===== src/rtl/ahb_sram_pkg.sv =====
// Shared encodings for the AHB-Lite SRAM slave: FSM states and HTRANS/HSIZE/HRESP codes.
// Pure declarations; no timing or flow-control behaviour lives here.
package ahb_sram_pkg;

  typedef enum logic [2:0] {
    ST_IDLE,
    ST_ISSUE,
    ST_WAIT_ACK,
    ST_ERR1,
    ST_ERR2
  } state_t;

  localparam logic [1:0] HTRANS_IDLE   = 2'b00;
  localparam logic [1:0] HTRANS_BUSY   = 2'b01;
  localparam logic [1:0] HTRANS_NONSEQ = 2'b10;
  localparam logic [1:0] HTRANS_SEQ    = 2'b11;

  localparam logic [2:0] HSIZE_BYTE = 3'b000;
  localparam logic [2:0] HSIZE_HALF = 3'b001;
  localparam logic [2:0] HSIZE_WORD = 3'b010;

  localparam logic [1:0] HRESP_OKAY  = 2'b00;
  localparam logic [1:0] HRESP_ERROR = 2'b01;

endpackage


===== src/rtl/ahb_xfer_check.sv =====
// Legality check of an AHB address phase (size, range, alignment); purely combinational.
// Zero latency, no flow control.
module ahb_xfer_check
  import ahb_sram_pkg::*;
#(
  parameter int unsigned MEM_BYTES = 2048
) (
  input  logic [2:0]  i_size,
  input  logic [19:0] i_addr,
  output logic        o_illegal
);

  logic w_size_bad;
  logic w_range_bad;
  logic w_align_bad;

  always_comb begin
    w_size_bad  = (i_size > HSIZE_WORD);
    w_range_bad = ({12'd0, i_addr} >= MEM_BYTES);
    w_align_bad = ((i_size == HSIZE_HALF) && i_addr[0]) ||
                  ((i_size == HSIZE_WORD) && (i_addr[1:0] != 2'b00));
    o_illegal   = w_size_bad | w_range_bad | w_align_bad;
  end

endmodule


===== src/rtl/ahb_sram_slave_if.sv =====
// AHB-Lite slave front end issuing one-cycle requests to the SRAM control stage.
// Two wait states per legal transfer plus one per BUSY cycle; 2-cycle ERROR response.
module ahb_sram_slave_if
  import ahb_sram_pkg::*;
#(
  parameter int unsigned AHB_DWIDTH = 32,
  parameter int unsigned MEM_BYTES  = 2048
) (
  input  logic                  HCLK,
  input  logic                  HRESETN,
  input  logic                  HSEL,
  input  logic                  HREADYIN,
  input  logic [1:0]            HTRANS,
  input  logic                  HWRITE,
  input  logic [2:0]            HSIZE,
  input  logic [19:0]           HADDR,
  input  logic [AHB_DWIDTH-1:0] HWDATA,
  output logic                  HREADYOUT,
  output logic [1:0]            HRESP,
  output logic [AHB_DWIDTH-1:0] HRDATA,
  output logic                  ahbsram_req,
  output logic                  ahbsram_write,
  output logic [2:0]            ahbsram_size,
  output logic [19:0]           ahbsram_addr,
  output logic [AHB_DWIDTH-1:0] ahbsram_wdata,
  input  logic                  sramahb_ack,
  input  logic [AHB_DWIDTH-1:0] sramahb_rdata,
  input  logic                  BUSY
);

  state_t      r_state;
  state_t      w_state_nxt;
  logic [19:0] r_addr;
  logic [2:0]  r_size;
  logic        r_write;
  logic        w_valid;
  logic        w_illegal;
  logic        w_capture;
  logic        w_ready;
  logic [1:0]  w_resp;
  logic        w_req;

  assign w_valid = HSEL & HREADYIN & ((HTRANS == HTRANS_NONSEQ) | (HTRANS == HTRANS_SEQ));

  ahb_xfer_check #(.MEM_BYTES(MEM_BYTES)) u_check (
    .i_size    (HSIZE),
    .i_addr    (HADDR),
    .o_illegal (w_illegal)
  );

  always_ff @(posedge HCLK or negedge HRESETN) begin
    if (!HRESETN) begin
      r_state <= ST_IDLE;
      r_addr  <= '0;
      r_size  <= '0;
      r_write <= 1'b0;
    end else begin
      r_state <= w_state_nxt;
      if (w_capture) begin
        r_addr  <= HADDR;
        r_size  <= HSIZE;
        r_write <= HWRITE;
      end
    end
  end

  always_comb begin
    w_state_nxt = r_state;
    w_ready     = 1'b1;
    w_resp      = HRESP_OKAY;
    w_req       = 1'b0;
    w_capture   = 1'b0;
    case (r_state)
      ST_IDLE, ST_ERR2: begin
        if (r_state == ST_ERR2) w_resp = HRESP_ERROR;
        w_capture   = w_valid;
        w_state_nxt = !w_valid ? ST_IDLE : (w_illegal ? ST_ERR1 : ST_ISSUE);
      end
      ST_ISSUE: begin
        w_ready = 1'b0;
        if (!BUSY) begin
          w_req       = 1'b1;
          w_state_nxt = ST_WAIT_ACK;
        end
      end
      ST_WAIT_ACK: begin
        // The ack arrives registered, so it can drive HREADYOUT directly.
        w_ready = sramahb_ack;
        if (sramahb_ack) begin
          w_capture   = w_valid;
          w_state_nxt = !w_valid ? ST_IDLE : (w_illegal ? ST_ERR1 : ST_ISSUE);
        end
      end
      ST_ERR1: begin
        w_ready     = 1'b0;
        w_resp      = HRESP_ERROR;
        w_state_nxt = ST_ERR2;
      end
      default: w_state_nxt = ST_IDLE;
    endcase
  end

  assign HREADYOUT     = w_ready;
  assign HRESP         = w_resp;
  assign HRDATA        = sramahb_rdata;
  assign ahbsram_req   = w_req;
  assign ahbsram_write = r_write;
  assign ahbsram_size  = r_size;
  assign ahbsram_addr  = r_addr;
  assign ahbsram_wdata = HWDATA;

endmodule


===== config.mk =====
export PLATFORM = sky130hd
export DESIGN_NAME = ahb_sram_slave_if
export DESIGN_NICKNAME = d
export VERILOG_FILES = /design/src/rtl/ahb_sram_pkg.sv /design/src/rtl/ahb_xfer_check.sv /design/src/rtl/ahb_sram_slave_if.sv
export SDC_FILE = /design/constraint.sdc
export NUM_CORES = 1
export LEC_CHECK = 0
export BUFFER_PORTS_ARGS = -buffer_cell sky130_fd_sc_hd__buf_2
export CORE_MARGIN = 10
export CORE_UTILIZATION = 34
export CTS_CLUSTER_SIZE = 25
export DETAILED_ROUTE_END_ITERATION = 8
export PLACE_DENSITY = 0.88
export SLEW_MARGIN = 20
export SYNTH_ARGS = -nofsm -noshare
export SYNTH_HDL_FRONTEND = slang
export SYNTH_SLANG_ARGS = --single-unit
export TNS_END_PERCENT = 1

===== constraint.sdc =====
create_clock -name HCLK -period 1.9 [get_ports HCLK]
set_clock_uncertainty 0.1 [all_clocks]
set_input_delay 0.38 -clock HCLK [delete_from_list [all_inputs] [get_ports HCLK]]
set_output_delay 0.38 -clock HCLK [all_outputs]
set_load 0.005 [all_outputs]

==> impl_metrics.ini <==
[yosys]
ys_seq_elements = 27
synth_top_cell_by_area = dfrtp_1
postSynthCellCount = 145
synth_nets = 241
ys_types = 25
syn_avg_cell_area_sq_um = 11.4
ys_top_cells_by_area = dfrtp_1 41%, buf_4 30%, mux2_2 14%
seq_area_frac_synth = 0.409
synth_top_area_frac = 0.409
netlist_area_sq_um = 1650
yosys_warnings = 0

[placement]
port_buffers = 57
dp_hpwl_microns = 2670
gp_congestion = 0.716
place_area_sq_um = 1530

[clock_tree]
insertion_delay_ns = 0.27
numCtsBuffers = 3
clk_path_buf_depth = 2
cts.clk_slew.worst_paths_ns = 0.10
hold_buffers = 0
htree_levels = 1
root_buffer = clkbuf_8
cts_tree = done
cts_sinks = 27

[finish]
fin_area_sq_um = 1610
nets = 240
nFillCells = 470
layout-drive-gt1-share = 0.657
register_area_sq_um = 679
area_delta_synth_final_pct = -2.50
multi_input_area_sq_um = 464
diodes = 0
final_core_util = 0.341

[worst_setup_path]
path_class = reg2out
crit_required_ns = 1.42
crit_fanout = 3
cp-end-kind = output port
start_kind = flop
r2r_cells = 5
cp.arrival_ns = 1.30

[detailed_routing]
drtIter0Drc = 16
ant_nets = 0
drt_first_pass_iters = 4
drc = 0
vias = 947
drt-vias-per-instance = 4.51
wire_per_inst_microns = 15.7
drt_wl_total_microns = 3300

[die]
dieArea_sq_um = 8050
rows = 25
io_pins = 188
dieHeight_microns = 89.7
start_util = 0.350
die_w_microns = 89.7
core_area_sq_um = 4720

[run_status]
status = finished clean

[timing]
relSlewSlack = 0.599
min_period_ns = 1.78
setup_tns_ns = 0
worst_pin_slew_ns = 0.602
hold_violations = 0
rsz0062_at_grt = no
holdWs_ns = 0.00242
slew_violations = 0
timing.final.crit_share = 0.939
fmax_mhz = 560
setup_viol = 0

[grt]
grt_first_pass_wirelength_microns = 5420
grt_max_degree = 28
antenna_found_initial = 0
grt_pass1_vias = 1099
grt_use_total = 0.0800
grt_overflow = 0

[worst_hold_path]
hold_class = in2async

[power_and_ir_drop]
p_per_area_nw_per_um2 = 1120
cellLeakagePower_nw = 0.770
ir_drop_uv = 541

[run]
cap_violations = 0
Yosys cell counts:
library cell / count
nand4b_4: 1
mux2_1: 4
buf_6: 2
o22a_1: 1
nand4_1: 1
o21bai_1: 1
o31ai_1: 1
conb_1: 1
dfrtp_1: 27
nand2b_1: 1
mux2_2: 20
a21o_1: 2
a21oi_4: 1
a21oi_1: 1
or3b_2: 2
o21a_1: 1
o22ai_1: 1
nand2b_4: 1
nor4_1: 2
nand2_1: 1
nor2_1: 4
nand3_1: 1
a211oi_1: 1
buf_4: 65
inv_1: 2
per-stage QoR:
stage / instances / total power [W] / worst slack [ns]
after floorplan: 145 / 0.00127 / 0.354
after global placement: 203 / 0.00146 / 0.230
after detailed placement: 203 / 0.00149 / 0.213
after CTS: 210 / 0.00185 / 0.0967
after global routing: 210 / 0.00195 / 0.0623
final: 210 / 0.00181 / 0.115
routing by layer:
metal,track usage,up-vias,share of wire
met5,0,-,0
met4,0.0633,0,0.058
met3,0.0441,33,0.12
met2,0.124,50,0.46
met1,0.0777,448,0.36
li1,-,416,-
power by group:
group	switching (W)	internal, W
sequential	0.0000924	0.000782
combinational	0.000250	0.000354
clock	0.000184	0.000149
kinds of logic (layout without fill, tap and decap cells):
logic type	count (synthesis)	count (layout)	share of synthesized area
buffers and inverters	69	67	0.313
other	1	1	0.00227
multiplexers	24	24	0.164
flip-flops	27	27	0.409
AO/OA/AOI/OAI	10	10	0.0492
AND/OR/NAND/NOR	14	14	0.0628
path summary, 6_finish.rpt:
kind	from	end	slack (ns)
setup reg to reg	r_state[0]	ahbsram_addr[19]	0.24
hold reg to reg	ahbsram_addr[5]	ahbsram_addr[5]	0.39
hold / removal	HRESETN	ahbsram_addr[12]	0.002
setup / recovery	r_state[2]	ahbsram_req	0.12
max in group asynchronous	HRESETN	r_state[2]	1.27
min in group HCLK	HADDR[5]	ahbsram_addr[5]	0.21
registers in the layout (all words and copies together) (netlist names):
register / flops
ahbsram_addr: 20
ahbsram_size: 3
r_state: 3
ahbsram_write: 1
worst max-delay path, cell delays in order (launching register included):
cell     delay, ns
dfrtp_2       0.41
or3b_4        0.41
nor2_2        0.09
buf_2         0.12
cell usage in the layout (no fill, tap or decap), types with 2 or more instances in the layout:
cell type / n
inv_1: 2
mux2_2: 20
nor4_1: 2
nor2_1: 3
mux2_1: 4
clkbuf_8: 3
dfrtp_1: 24
buf_2: 57
a21o_1: 2
dfrtp_2: 3
buf_4: 3
timing repair:
| action | in CTS | in global routing |
|---|---|---|
| hold endpoints to repair | 0 | 0 |
| setup endpoints to repair | 1 | 0 |
| resized for setup | 5 | 0 |
| buffers inserted | 3 | 0 |
layout make-up:
cell class	instances	share of cell area
Timing Repair Buffer	61	0.203
Inverter	2	0.00466
Tap cell	67	0.0520
Clock buffer	3	0.0256
Sequential cell	27	0.422
Multi-Input combinational cell	49	0.288
Clock inverter	1	0.00466
No activity file was read; power rests on OpenSTA's default activity.
